## src/rtl/mtsp_fetch_pkg.sv

```systemverilog
// Shared types and widths for the MTSP instruction fetch stage.
package mtsp_fetch_pkg;

    localparam int PC_W     = 16;
    localparam int UINST_W  = 32;
    localparam int LINE_W   = PC_W - 2;
    localparam int SLOTS    = 4;
    localparam int BUNDLE_W = SLOTS * UINST_W;

    typedef enum logic [2:0] {
        IDLE,
        FILL0,
        FILL1,
        ISSUE,
        WAIT_PC
    } fetch_state_e;

    // words[SLOTS-1] is slot 0, so a line maps 1:1 onto the memory data bus
    typedef struct packed {
        logic                          valid;
        logic [LINE_W-1:0]             tag;
        logic [SLOTS-1:0][UINST_W-1:0] words;
    } line_entry_t;

endpackage

```

## src/rtl/mtsp_fetch_line_merge.sv

```systemverilog
// Builds the memory-slot-ordered bundle: slots at or after pc[1:0] come from
// the current line, earlier slots from the following line.
module mtsp_fetch_line_merge
    import mtsp_fetch_pkg::*;
(
    input  logic [SLOTS-1:0][UINST_W-1:0] l0_words,
    input  logic [SLOTS-1:0][UINST_W-1:0] l1_words,
    input  logic [1:0]                    pc_lo,
    output logic [SLOTS-1:0][UINST_W-1:0] bundle
);

    always_comb begin
        bundle = '0;
        for (int i = 0; i < SLOTS; i++) begin
            if (2'(i) >= pc_lo)
                bundle[SLOTS-1-i] = l0_words[SLOTS-1-i];
            else
                bundle[SLOTS-1-i] = l1_words[SLOTS-1-i];
        end
    end

endmodule

```

## src/rtl/mtsp_inst_fetch.sv

```systemverilog
// Instruction fetch: two-line buffer, single-outstanding memory reads and
// one bundle per ISSUE, fed by the organize stage's next-PC.
//
//   state   | meaning
//   IDLE    | waiting for the first jump
//   FILL0   | get line of cur_pc (promote L1 or read memory)
//   FILL1   | read line+1 into L1 for an unaligned PC
//   ISSUE   | register bundle, pulse nEN low next cycle
//   WAIT_PC | wait for next-PC feedback
module mtsp_inst_fetch
    import mtsp_fetch_pkg::*;
(
    input  logic                CLK,
    input  logic                RST,
    input  logic                JMP_nEN,
    input  logic [PC_W-1:0]     JMP_PC,
    input  logic                NEXT_nEN,
    input  logic [PC_W-1:0]     NEXT_PC,
    output logic                IMEM_REQ,
    output logic [LINE_W-1:0]   IMEM_ADDR,
    input  logic                IMEM_ACK,
    input  logic [BUNDLE_W-1:0] IMEM_DATA,
    output logic                nEN,
    output logic [PC_W-1:0]     PC,
    output logic [BUNDLE_W-1:0] UINSTx4
);

    fetch_state_e                  state, state_n;
    logic [PC_W-1:0]               cur_pc;
    line_entry_t                   l0, l1;
    logic                          drop;
    logic [LINE_W-1:0]             drop_addr;
    logic [LINE_W-1:0]             cur_line, nxt_line, fill_addr;
    logic                          jump, l1_hit, l1_next, mem_ok, next_same, fill_req;
    logic [SLOTS-1:0][UINST_W-1:0] merged;

    assign jump     = !JMP_nEN;
    assign cur_line = cur_pc[PC_W-1:2];
    assign nxt_line = cur_line + LINE_W'(1);
    assign l1_hit   = l1.valid && (l1.tag == cur_line);
    assign l1_next  = l1.valid && (l1.tag == nxt_line);
    assign mem_ok   = IMEM_ACK && !drop;
    assign next_same = l0.valid && (NEXT_PC[PC_W-1:2] == l0.tag)
                       && (l1_next || (NEXT_PC[1:0] == 2'b00));

    always_comb begin
        state_n   = state;
        fill_req  = 1'b0;
        fill_addr = cur_line;
        case (state)
            IDLE: ;
            FILL0: begin
                fill_req = !l1_hit;
                if (l1_hit || mem_ok)
                    state_n = (cur_pc[1:0] != 2'b00) ? FILL1 : ISSUE;
            end
            FILL1: begin
                fill_req  = 1'b1;
                fill_addr = nxt_line;
                if (mem_ok)
                    state_n = ISSUE;
            end
            ISSUE:   state_n = WAIT_PC;
            WAIT_PC: if (!NEXT_nEN) state_n = next_same ? ISSUE : FILL0;
            default: state_n = IDLE;
        endcase
        if (jump)
            state_n = FILL0;
    end

    // An abandoned read keeps its address on the bus until acked
    assign IMEM_REQ  = drop || fill_req;
    assign IMEM_ADDR = drop ? drop_addr : fill_addr;

    always_ff @(posedge CLK) begin
        if (RST) begin
            state     <= IDLE;
            cur_pc    <= '0;
            l0        <= '0;
            l1        <= '0;
            drop      <= 1'b0;
            drop_addr <= '0;
            nEN       <= 1'b1;
            PC        <= '0;
            UINSTx4   <= '1;
        end else begin
            state <= state_n;
            nEN   <= 1'b1;
            if (drop && IMEM_ACK)
                drop <= 1'b0;
            if (jump) begin
                cur_pc   <= JMP_PC;
                l0.valid <= 1'b0;
                l1.valid <= 1'b0;
                if (IMEM_REQ && !IMEM_ACK) begin
                    drop      <= 1'b1;
                    drop_addr <= IMEM_ADDR;
                end
            end else begin
                case (state)
                    FILL0: begin
                        if (l1_hit) begin
                            l0       <= l1;
                            l1.valid <= 1'b0;
                        end else if (mem_ok) begin
                            l0.valid <= 1'b1;
                            l0.tag   <= cur_line;
                            l0.words <= IMEM_DATA;
                        end
                    end
                    FILL1: begin
                        if (mem_ok) begin
                            l1.valid <= 1'b1;
                            l1.tag   <= nxt_line;
                            l1.words <= IMEM_DATA;
                        end
                    end
                    ISSUE: begin
                        nEN     <= 1'b0;
                        PC      <= cur_pc;
                        UINSTx4 <= merged;
                    end
                    WAIT_PC: begin
                        if (!NEXT_nEN)
                            cur_pc <= NEXT_PC;
                    end
                    default: ;
                endcase
            end
        end
    end

    mtsp_fetch_line_merge u_merge (
        .l0_words (l0.words),
        .l1_words (l1.words),
        .pc_lo    (cur_pc[1:0]),
        .bundle   (merged)
    );

endmodule

```

## config.mk

```make
export PLATFORM = sky130hd
export DESIGN_NAME = mtsp_inst_fetch
export DESIGN_NICKNAME = d
export VERILOG_FILES = /design/src/rtl/mtsp_fetch_pkg.sv /design/src/rtl/mtsp_fetch_line_merge.sv /design/src/rtl/mtsp_inst_fetch.sv
export SDC_FILE = /design/constraint.sdc
export NUM_CORES = 1
export LEC_CHECK = 0
export BUFFER_PORTS_ARGS = -buffer_cell sky130_fd_sc_hd__buf_2
export CORE_MARGIN = 1
export CORE_UTILIZATION = 35
export DETAILED_ROUTE_END_ITERATION = 8
export GPL_ROUTABILITY_DRIVEN = 1
export PLACE_DENSITY_LB_ADDON = 0.25
export SYNTH_ARGS = -nofsm -noshare
export SYNTH_HDL_FRONTEND = slang
export SYNTH_SLANG_ARGS = --single-unit
export TNS_END_PERCENT = 10
```

## constraint.sdc

```tcl
create_clock -name CLK -period 2.9 [get_ports CLK]
set_input_delay 0.29 -clock CLK [delete_from_list [all_inputs] [get_ports CLK]]
set_output_delay 0.29 -clock CLK [all_outputs]
set_load 0.05 [all_outputs]
```

======== Word level (Yosys, flattened, before mapping) ========
Index checks and enable logic that the tools add are counted.
storage, ports and cells
  RAM bits ................................ 0
  input bits .............................. 165
  latch bits .............................. 0
  memories ................................ 0
  register bits after elaboration ......... 465
  bits in read-only memories .............. 0
operators by class
  magnitude comparators ................... 4
  equal/unequal tests ..................... 17
  reduce and logical (&&, ||, !) cells .... 28
  multiply operators ...................... 0
  div/mod/pow operators ................... 0
  bitwise logic cells ..................... 2
  shift-type cells ........................ 0
  muxes and demuxes ....................... 26
  $add $sub $neg .......................... 1
operators with widths
  cell                                                                    number
  143-bit two-way mux                                                     3
  32-bit two-way mux                                                      4
  16-bit two-way mux                                                      3
  14-bit equality test                                                    3
  14-bit two-way mux                                                      2
  3-bit case mux with 5 select lines                                      1
  14-bit by 1-bit adder with 14-bit output (second input constant)        1
  2-bit inequality test (second input constant)                           6
  3-bit two-way mux                                                       3
  3-bit inequality test (second input constant)                           3
  3-bit AND reduction                                                     3
  2-bit AND reduction                                                     4
  4-bit AND reduction                                                     2
  1-bit logical AND                                                       7
  1-bit two-way mux                                                       7
  3-bit by 2-bit equality test with 1-bit output (second input constant)  2
  2-bit nonzero test                                                      3
  1-bit by 2-bit >= comparator with 1-bit output (first input constant)   2
  2-bit >= comparator (first input constant)                              2
  1-bit case mux with 2 select lines                                      2
  3-bit by 1-bit equality test with 1-bit output (second input constant)  1
  3-bit equality test (second input constant)                             1
  1-bit zero test                                                         3
  3-bit zero test                                                         1
  6 further kinds                                                         9

======== Depth between registers and ports, before layout ========
Gate-level depths: netlist of the first run.
  depth after elaboration ................. 9
  depth in mapped cells ................... 12
  gate-level depth less buffers ........... 8

======== Hierarchy ========
Synthesis of the first run repeated with hierarchy kept, for this count alone.
unflattened totals
  cells, all modules ...................... 2514
  area total of the unflattened synthesis .. 20523.4 µm²
by module, submodules not included
  module                 area an instance (µm²)  cells each  instances
  mtsp_inst_fetch        19124.6                 2374        1
  mtsp_fetch_line_merge  1398.8                  140         1

======== Worst setup path after synthesis of the first run ========
OpenSTA, ideal clock, no wires.
  path kind ............................... register -> register
  from .................................... register cur_pc[4]
  to ...................................... register drop_addr[12]
  clock period less this slack ............ 2881 ps
  buffers on the path ..................... 1
  data arrival time ....................... 2810 ps
  cell stages (with the launch flop) ...... 9
  setup slack ............................. 19 ps
  setup time .............................. 70 ps
  cell sequence ........................... dfxtp_1 -> buf_1 -> nand3_1 -> nor4_1 -> nand2_1 -> xor2_1 -> o21ai_0 -> nand2_1 -> a21oi_1
RTL lines
  item                                      RTL line                text
  from (decl)                               mtsp_inst_fetch.sv:29   logic [PC_W-1:0] cur_pc;
  from (signal assigned)                    mtsp_inst_fetch.sv:78   cur_pc <= '0;
  from (signal assigned)                    mtsp_inst_fetch.sv:92   cur_pc <= JMP_PC;
  from (signal assigned)                    mtsp_inst_fetch.sv:125  cur_pc <= NEXT_PC;
  14-bit by 1-bit adder with 14-bit output  mtsp_inst_fetch.sv:39   assign nxt_line = cur_line + LINE_W'(1);
  14-bit two-way mux                        mtsp_inst_fetch.sv:50   case (state)
  14-bit two-way mux                        mtsp_inst_fetch.sv:73   assign IMEM_ADDR = drop ? drop_addr : fill_addr;
  named net IMEM_ADDR[12]                   mtsp_inst_fetch.sv:20   output logic [LINE_W-1:0] IMEM_ADDR,
  to (signal assigned)                      mtsp_inst_fetch.sv:82   drop_addr <= '0;
  to (signal assigned)                      mtsp_inst_fetch.sv:97   drop_addr <= IMEM_ADDR;
  to (decl)                                 mtsp_inst_fetch.sv:32   logic [LINE_W-1:0] drop_addr;
The timed path passes the listed nets, and every way through them passes these cells.
A chain may end at the register's enable or synchronous reset.

======== Final worst setup path of the first run ========
  from .................................... register cur_pc[2]
  to ...................................... output IMEM_REQ
on the way
  cells in the longest elaborated chain, start to end .. 5
ends and longest elaborated chain
  item                                RTL line               text
  14-bit equality test                mtsp_inst_fetch.sv:40  assign l1_hit = l1.valid && (l1.tag == cur_line);
  1-bit logical AND                   mtsp_inst_fetch.sv:40
  1-bit zero test                     mtsp_inst_fetch.sv:53  fill_req = !l1_hit;
  1-bit case mux with 2 select lines  mtsp_inst_fetch.sv:50
  1-bit logical OR                    mtsp_inst_fetch.sv:72  assign IMEM_REQ = drop || fill_req;
  to (decl)                           mtsp_inst_fetch.sv:19  output logic IMEM_REQ,
Every way passes these cells.

==> impl_metrics.py, run 1 <==
metrics = {
    "outcome": {
        "status": "completed",
    },
    "yosys": {
        "synth_edf_count": 0,
        "synth.ff_latch_count": 465,
        "yosysWarnings": 0,
        "synthCells": 2330,
        "synth.net_count": 2496,
        "ys_seq_area_share_pct": 46.5,
        "synthFlopType": "dfxtp_1",
        "async_reset_ff_share_pct": 0,
        "synth.avg_cell_area_sq_um": 8.58,
        "synth_area_sq_um": 20000,
        "ys_types": 56,
    },
    "timing": {
        "tns_ns": 0,
        "finClkSkew_ns": 0.0160,
        "hold_violations": 0,
        "final-setup-viol-count": 0,
        "rsz0062_at_grt": "true",
        "slew_violations": 0,
        "maxSlewHeadroom_pct": 34.4,
        "fin_crit_sh_pct": 98.2,
        "max_freq_mhz": 351,
        "tightest_slew_ns": 0.984,
        "fin_crit_ns": 2.85,
    },
    "place": {
        "port_buffers": 324,
        "hpwl_mm": 37.8,
        "post-place-cells": 3258,
        "place_congestion": 0.842,
    },
    "routing": {
        "drt_first_pass_iters": 5,
        "final_antenna_net_count": 0,
        "first_iter_violations": 1101,
        "vias_per_cell": 5.08,
        "vias": 17700,
        "drc": 0,
        "wl_mm": 60.1,
        "routedWlPerCell_um": 17.2,
    },
    "global_route": {
        "grtUsageMet1_pct": 25.4,
        "use_met2_pct": 34.3,
        "grt_busiest_layer": "met2",
        "grt_pass1_vias": 17300,
        "grt_pass1_wl_mm": 93.9,
        "antenna_found_initial": 7,
        "overflow": 0,
        "grt_max_degree": 86,
        "grtUsageMet3_pct": 4.47,
        "grt_usage_pct": 20.1,
    },
    "cells_and_area": {
        "mostFrequentLayoutCells": "nand2_1, dfxtp_1, buf_2",
        "fin_nets": 2852,
        "multi_input_area_sq_um": 9780,
        "seqCellArea_sq_um": 9330,
        "final_cell_count_no_fill": 3492,
        "layout_commonest_cell": "nand2_1",
        "syn2layout_area_growth_pct": 27.9,
        "fill_cells": 5556,
        "drive_above_1_share_pct": 20.8,
    },
    "pwr": {
        "cellLeakagePower_uw": 0.00875,
        "p_total_uw": 14800,
        "peakVddDrop_mv": 0.410,
        "p_per_area_nw_per_um2": 579,
    },
    "floorplanning": {
        "die_w_um": 241,
        "die_y_um": 241,
        "core_area_sq_um": 56400,
        "die-area_sq_um": 58100,
        "rows": 87,
        "ios": 325,
        "start_util_pct": 35.5,
    },
    "setup_path": {
        "start_kind": "flip-flop",
        "startpoint": "cur_pc[2]$_SDFFE_PP0P_",
        "cp_max_fo": 7,
        "cp.required_ns": 2.61,
        "worstPathArrival_ns": 2.56,
        "critical_path_class": "reg -> out",
        "rrSetupSlack_ns": 0.36,
        "endpoint": "IMEM_REQ",
        "timing.rr.start": "cur_pc[7]$_SDFFE_PP0P_",
        "crit_path_end_kind": "output port",
        "reg2reg_to": "state[1]$_SDFFE_PP0P_",
        "rr_worst_depth": 8,
    },
    "cts": {
        "clk_latency_ns": 0.60,
        "clkTransAtPathRegs_ns": 0.06,
        "cts.sinks": 465,
        "root_buffer": "clkbuf_16",
        "cts_buffers": 52,
        "cts_tree": "done",
        "htree_levels": 2,
        "clockBufferDepth": 3,
    },
    "flow_run": {
        "drv_cap": 0,
    },
    "hold_path": {
        "hold_path_class": "in -> reg",
    },
}
[per-stage QoR]
step	hold WS [ns]	area, sq um	utilization, %	worst slack (ns)
after floorplan	0.382	20000	-	0.0192
after global routing	0.0359	25600	45.4	-0.0807
after global placement	0.440	22400	39.7	0.146
after CTS	0.00681	25600	45.3	-0.0118
final	0.0525	25600	45.4	0.0523
after detailed placement	0.444	22400	39.7	0.0559
[synthesized netlist by cell type (all sizes together), types with 4 or more instances]
library cell | n | area share (%)
a21oi | 243 | 6.1
nand3 | 43 | 1.1
a211o | 96 | 4.2
clkbuf | 152 | 2.9
nor3 | 8 | 0.20
dfxtp | 465 | 47
xor2 | 31 | 1.4
nand2b | 4 | 0.13
nand3b | 34 | 1.3
o21ai | 52 | 1.3
buf | 63 | 2.0
and3 | 4 | 0.13
or3 | 4 | 0.13
xnor2 | 23 | 1.0
nor4 | 8 | 0.25
nor2 | 207 | 3.9
nand2 | 507 | 9.5
a211oi | 157 | 7.3
nand4 | 5 | 0.16
nor2b | 5 | 0.16
inv | 7 | 0.13
mux2i | 177 | 8.9
[area by class of cell]
| class | count | area share, % |
|---|---|---|
| clock inverter | 21 | 0.978 |
| clock buffer | 77 | 6.12 |
| multi-input combinational | 1643 | 38.2 |
| tap | 756 | 3.70 |
| sequential | 465 | 36.5 |
| inverter | 7 | 0.103 |
| timing repair buffer | 517 | 14.4 |
| antenna | 6 | 0.0587 |
[worst min-delay path by stage]
stage | cells after the start | endpoint | from
floorplan | 1 | drop$_SDFF_PP0_ | IMEM_ACK
global placement | 1 | UINSTx4[90]$_SDFFE_PP1P_ | UINSTx4[90]$_SDFFE_PP1P_
detailed placement | 1 | UINSTx4[70]$_SDFFE_PP1P_ | UINSTx4[70]$_SDFFE_PP1P_
CTS | 3 | cur_pc[10]$_SDFFE_PP0P_ | JMP_PC[10]
global route | 3 | state[2]$_SDFFE_PP0P_ | NEXT_nEN
finish | 3 | cur_pc[10]$_SDFFE_PP0P_ | JMP_PC[10]
[power by group]
group | switching, uW | internal [uW]
Sequential | 110 | 6520
Combinational | 748 | 516
Clock | 2750 | 4190
Total | 3600 | 11200
[cells by family after synthesis]
| logic type | share of synthesized area (%) |
|---|---|
| AND/OR/NAND/NOR | 17.4 |
| adder cells (fa/ha/maj) | 0.0625 |
| AO/OA/AOI/OAI | 19.8 |
| multiplexers | 8.91 |
| flip-flops | 46.5 |
| buffers and inverters | 4.94 |
| XOR/XNOR | 2.36 |
[metal layers]
metal,part of all wire (%),wire [um]
met1,45,26900
met2,48,28600
met3,5.6,3350
met4,1.9,1150
met5,0.052,31
[registers in the layout, summed over array words and instances, names as in the netlist]
signal and count:
UINSTx4 128, drop 1, l0 143, nEN 1, drop_addr 14, PC 16
state 3, l1 143, cur_pc 16
[timing repair]
action,4_1_cts,5_1_grt
hold buffers,129,0
hold endpoints to repair,129,0
gates resized for setup,21,10
pin swaps,1,0
setup endpoints to repair,13,9
buffers inserted,1,0
[worst max-delay path, stage by stage (launching register included)]
cell and delay, ns:
dfxtp_2 0.36, buf_4 0.15, xor2_1 0.15, nor4_1 0.25, and4_4 0.34, buf_4 0.21
o211a_1 0.21, inv_1 0.06, buf_2 0.22
No activity file was read; power rests on OpenSTA's default activity.
==> run 2, diff against run 1 <==
==> constraint.sdc (replaced) <==
create_clock -name CLK -period 2.9 [get_ports CLK]
set_input_delay 0.29 -clock CLK [delete_from_list [all_inputs] [get_ports CLK]]
set_output_delay 0.29 -clock CLK [all_outputs]
set_load 0.01 [all_outputs]
==> impl_metrics.py, run 2 (same netlist as run 1, synthesis figures left out) <==
metrics = {
    "routing": {
        "vias": 17800,
        "drc": 0,
        "wl_mm": 60.2,
        "first_iter_violations": 925,
        "routedWlPerCell_um": 17.3,
        "vias_per_cell": 5.10,
        "final_antenna_net_count": 0,
        "drt_first_pass_iters": 5,
    },
    "global_route": {
        "grt_max_degree": 81,
        "antenna_found_initial": 6,
        "grt_pass1_vias": 17100,
        "overflow": 0,
        "grt_pass1_wl_mm": 94.0,
        "grt_usage_pct": 20.2,
    },
    "setup_path": {
        "timing.rr.start": "cur_pc[7]$_SDFFE_PP0P_",
        "start_kind": "flip-flop",
        "worstPathArrival_ns": 2.52,
        "cp.required_ns": 2.61,
        "crit_path_end_kind": "output port",
        "reg2reg_to": "state[1]$_SDFFE_PP0P_",
        "critical_path_class": "reg -> out",
        "rrSetupSlack_ns": 0.35,
        "endpoint": "IMEM_ADDR[6]",
        "rr_worst_depth": 7,
        "cp_max_fo": 9,
        "startpoint": "cur_pc[2]$_SDFFE_PP0P_",
    },
    "timing": {
        "rsz0062_at_grt": "true",
        "hold_violations": 0,
        "tns_ns": 0,
        "slew_violations": 0,
        "maxSlewHeadroom_pct": 54.4,
        "max_freq_mhz": 355,
        "fin_crit_ns": 2.81,
        "setup_slack_ns": 0.0870,
        "tightest_slew_ns": 0.684,
        "finClkSkew_ns": 0.0160,
        "final-setup-viol-count": 0,
        "fin_crit_sh_pct": 97.0,
    },
    "cells_and_area": {
        "finalInstanceArea_sq_um": 25500,
        "drive_above_1_share_pct": 20.2,
        "syn2layout_area_growth_pct": 27.5,
        "mostFrequentLayoutCells": "nand2_1, dfxtp_1, buf_2",
        "biggestRegsByFlops": "l0 (143), l1 (143), UINSTx4 (128)",
        "fill_cells": 5537,
        "fin_nets": 2853,
        "layout_commonest_cell": "nand2_1",
    },
    "floorplanning": {
        "rows": 87,
        "start_util_pct": 35.5,
        "ios": 325,
        "core_area_sq_um": 56400,
        "die-area_sq_um": 58100,
        "die_y_um": 241,
        "die_w_um": 241,
    },
    "pwr": {
        "p_per_area_nw_per_um2": 562,
        "peakVddDrop_mv": 0.458,
        "cellLeakagePower_uw": 0.00872,
    },
    "cts": {
        "cts.sinks": 465,
        "cts_tree": "done",
        "root_buffer": "clkbuf_16",
        "clockBufferDepth": 3,
        "clkTransAtPathRegs_ns": 0.06,
        "cts_buffers": 51,
        "clk_latency_ns": 0.59,
        "htree_levels": 2,
    },
    "hold_path": {
        "hold_path_class": "in -> reg",
    },
    "place": {
        "hpwl_mm": 37.9,
        "port_buffers": 324,
        "place_congestion": 0.883,
        "placed_cell_area_sq_um": 22500,
        "pre_cts_slack_ns": 0.235,
    },
    "flow_run": {
        "drv_cap": 0,
    },
    "outcome": {
        "status": "completed",
    },
}
## run 2: changes by cell type in the layout (fill, tap and decap cells not counted), moves of 3 or more
cell      previous run  this run
dfxtp_2             14         5
buf_12              21        27
buf_2              316       323
dfxtp_1            450       459
clkinv_2            10         7
buf_4               48        39
## run 2: layout make-up
cell class                 instances  area, sq um  share of cell area, %
antenna                            4         10.0                 0.0393
clock buffer                      75         1520                   5.95
clock inverter                    14          156                  0.613
inverter                           7         26.3                  0.103
multi-input combinational       1643         9770                   38.3
sequential                       465         9320                   36.6
tap                              756          946                   3.71
timing repair buffer             519         3760                   14.7
## run 2: worst max-delay path, cell delays in order, from the launching register on
cell and delay, ns:
dfxtp_2 0.44, ha_2 0.29, nand3_1 0.27, nor2_4 0.23, nand2_1 0.12, xor2_1 0.17
o21ai_0 0.24, buf_2 0.19
## run 2: worst min-delay path by stage
stage	slack (ns)	cells after the start	from	end
2_1_floorplan	0.38	1	IMEM_ACK	drop$_SDFF_PP0_
3_3_place_gp	0.44	1	UINSTx4[89]$_SDFFE_PP1P_	UINSTx4[89]$_SDFFE_PP1P_
3_5_place_dp	0.44	1	UINSTx4[56]$_SDFFE_PP1P_	UINSTx4[56]$_SDFFE_PP1P_
4_1_cts	0.009	3	NEXT_nEN	state[2]$_SDFFE_PP0P_
5_1_grt	0.04	3	NEXT_nEN	state[2]$_SDFFE_PP0P_
6_report	0.05	3	NEXT_nEN	state[2]$_SDFFE_PP0P_
## run 2: per-stage QoR
stage / total power [uW] / hold slack (ns) / utilization [%] / cells
after detailed placement: 7790 / 0.444 / 39.9 / 3260
after global routing: 14900 / 0.0359 / 45.2 / 3482
after global placement: 7770 / 0.440 / 39.9 / 3260
after CTS: 14500 / 0.00883 / 45.2 / 3478
after floorplan: 7360 / 0.382 / - / 2330
final: 14300 / 0.0482 / 45.2 / 3483
## run 2: what timing repair did
action / 4_1_cts / 5_1_grt
hold endpoints to repair: 129 / 0
gates resized for setup: 9 / 4
setup endpoints to repair: 10 / 9
pin swaps: 0 / 1
setup buffers: 0 / 1
hold buffers: 129 / 0
## run 2: where the power goes
group | switching [uW] | leakage, uW | internal (uW)
clock | 2660 | 0.000830 | 3870
combinational | 677 | 0.00412 | 519
sequential | 91.4 | 0.00377 | 6510
total | 3430 | 0.00872 | 10900
## run 2: routing by layer
metal	vias up	track usage, %	routed length [um]
met2	430	33.9	28300
li1	8780	-	-
met1	8451	26.1	27200
met5	-	0	27
met3	90	4.39	3500
met4	4	5.26	1210
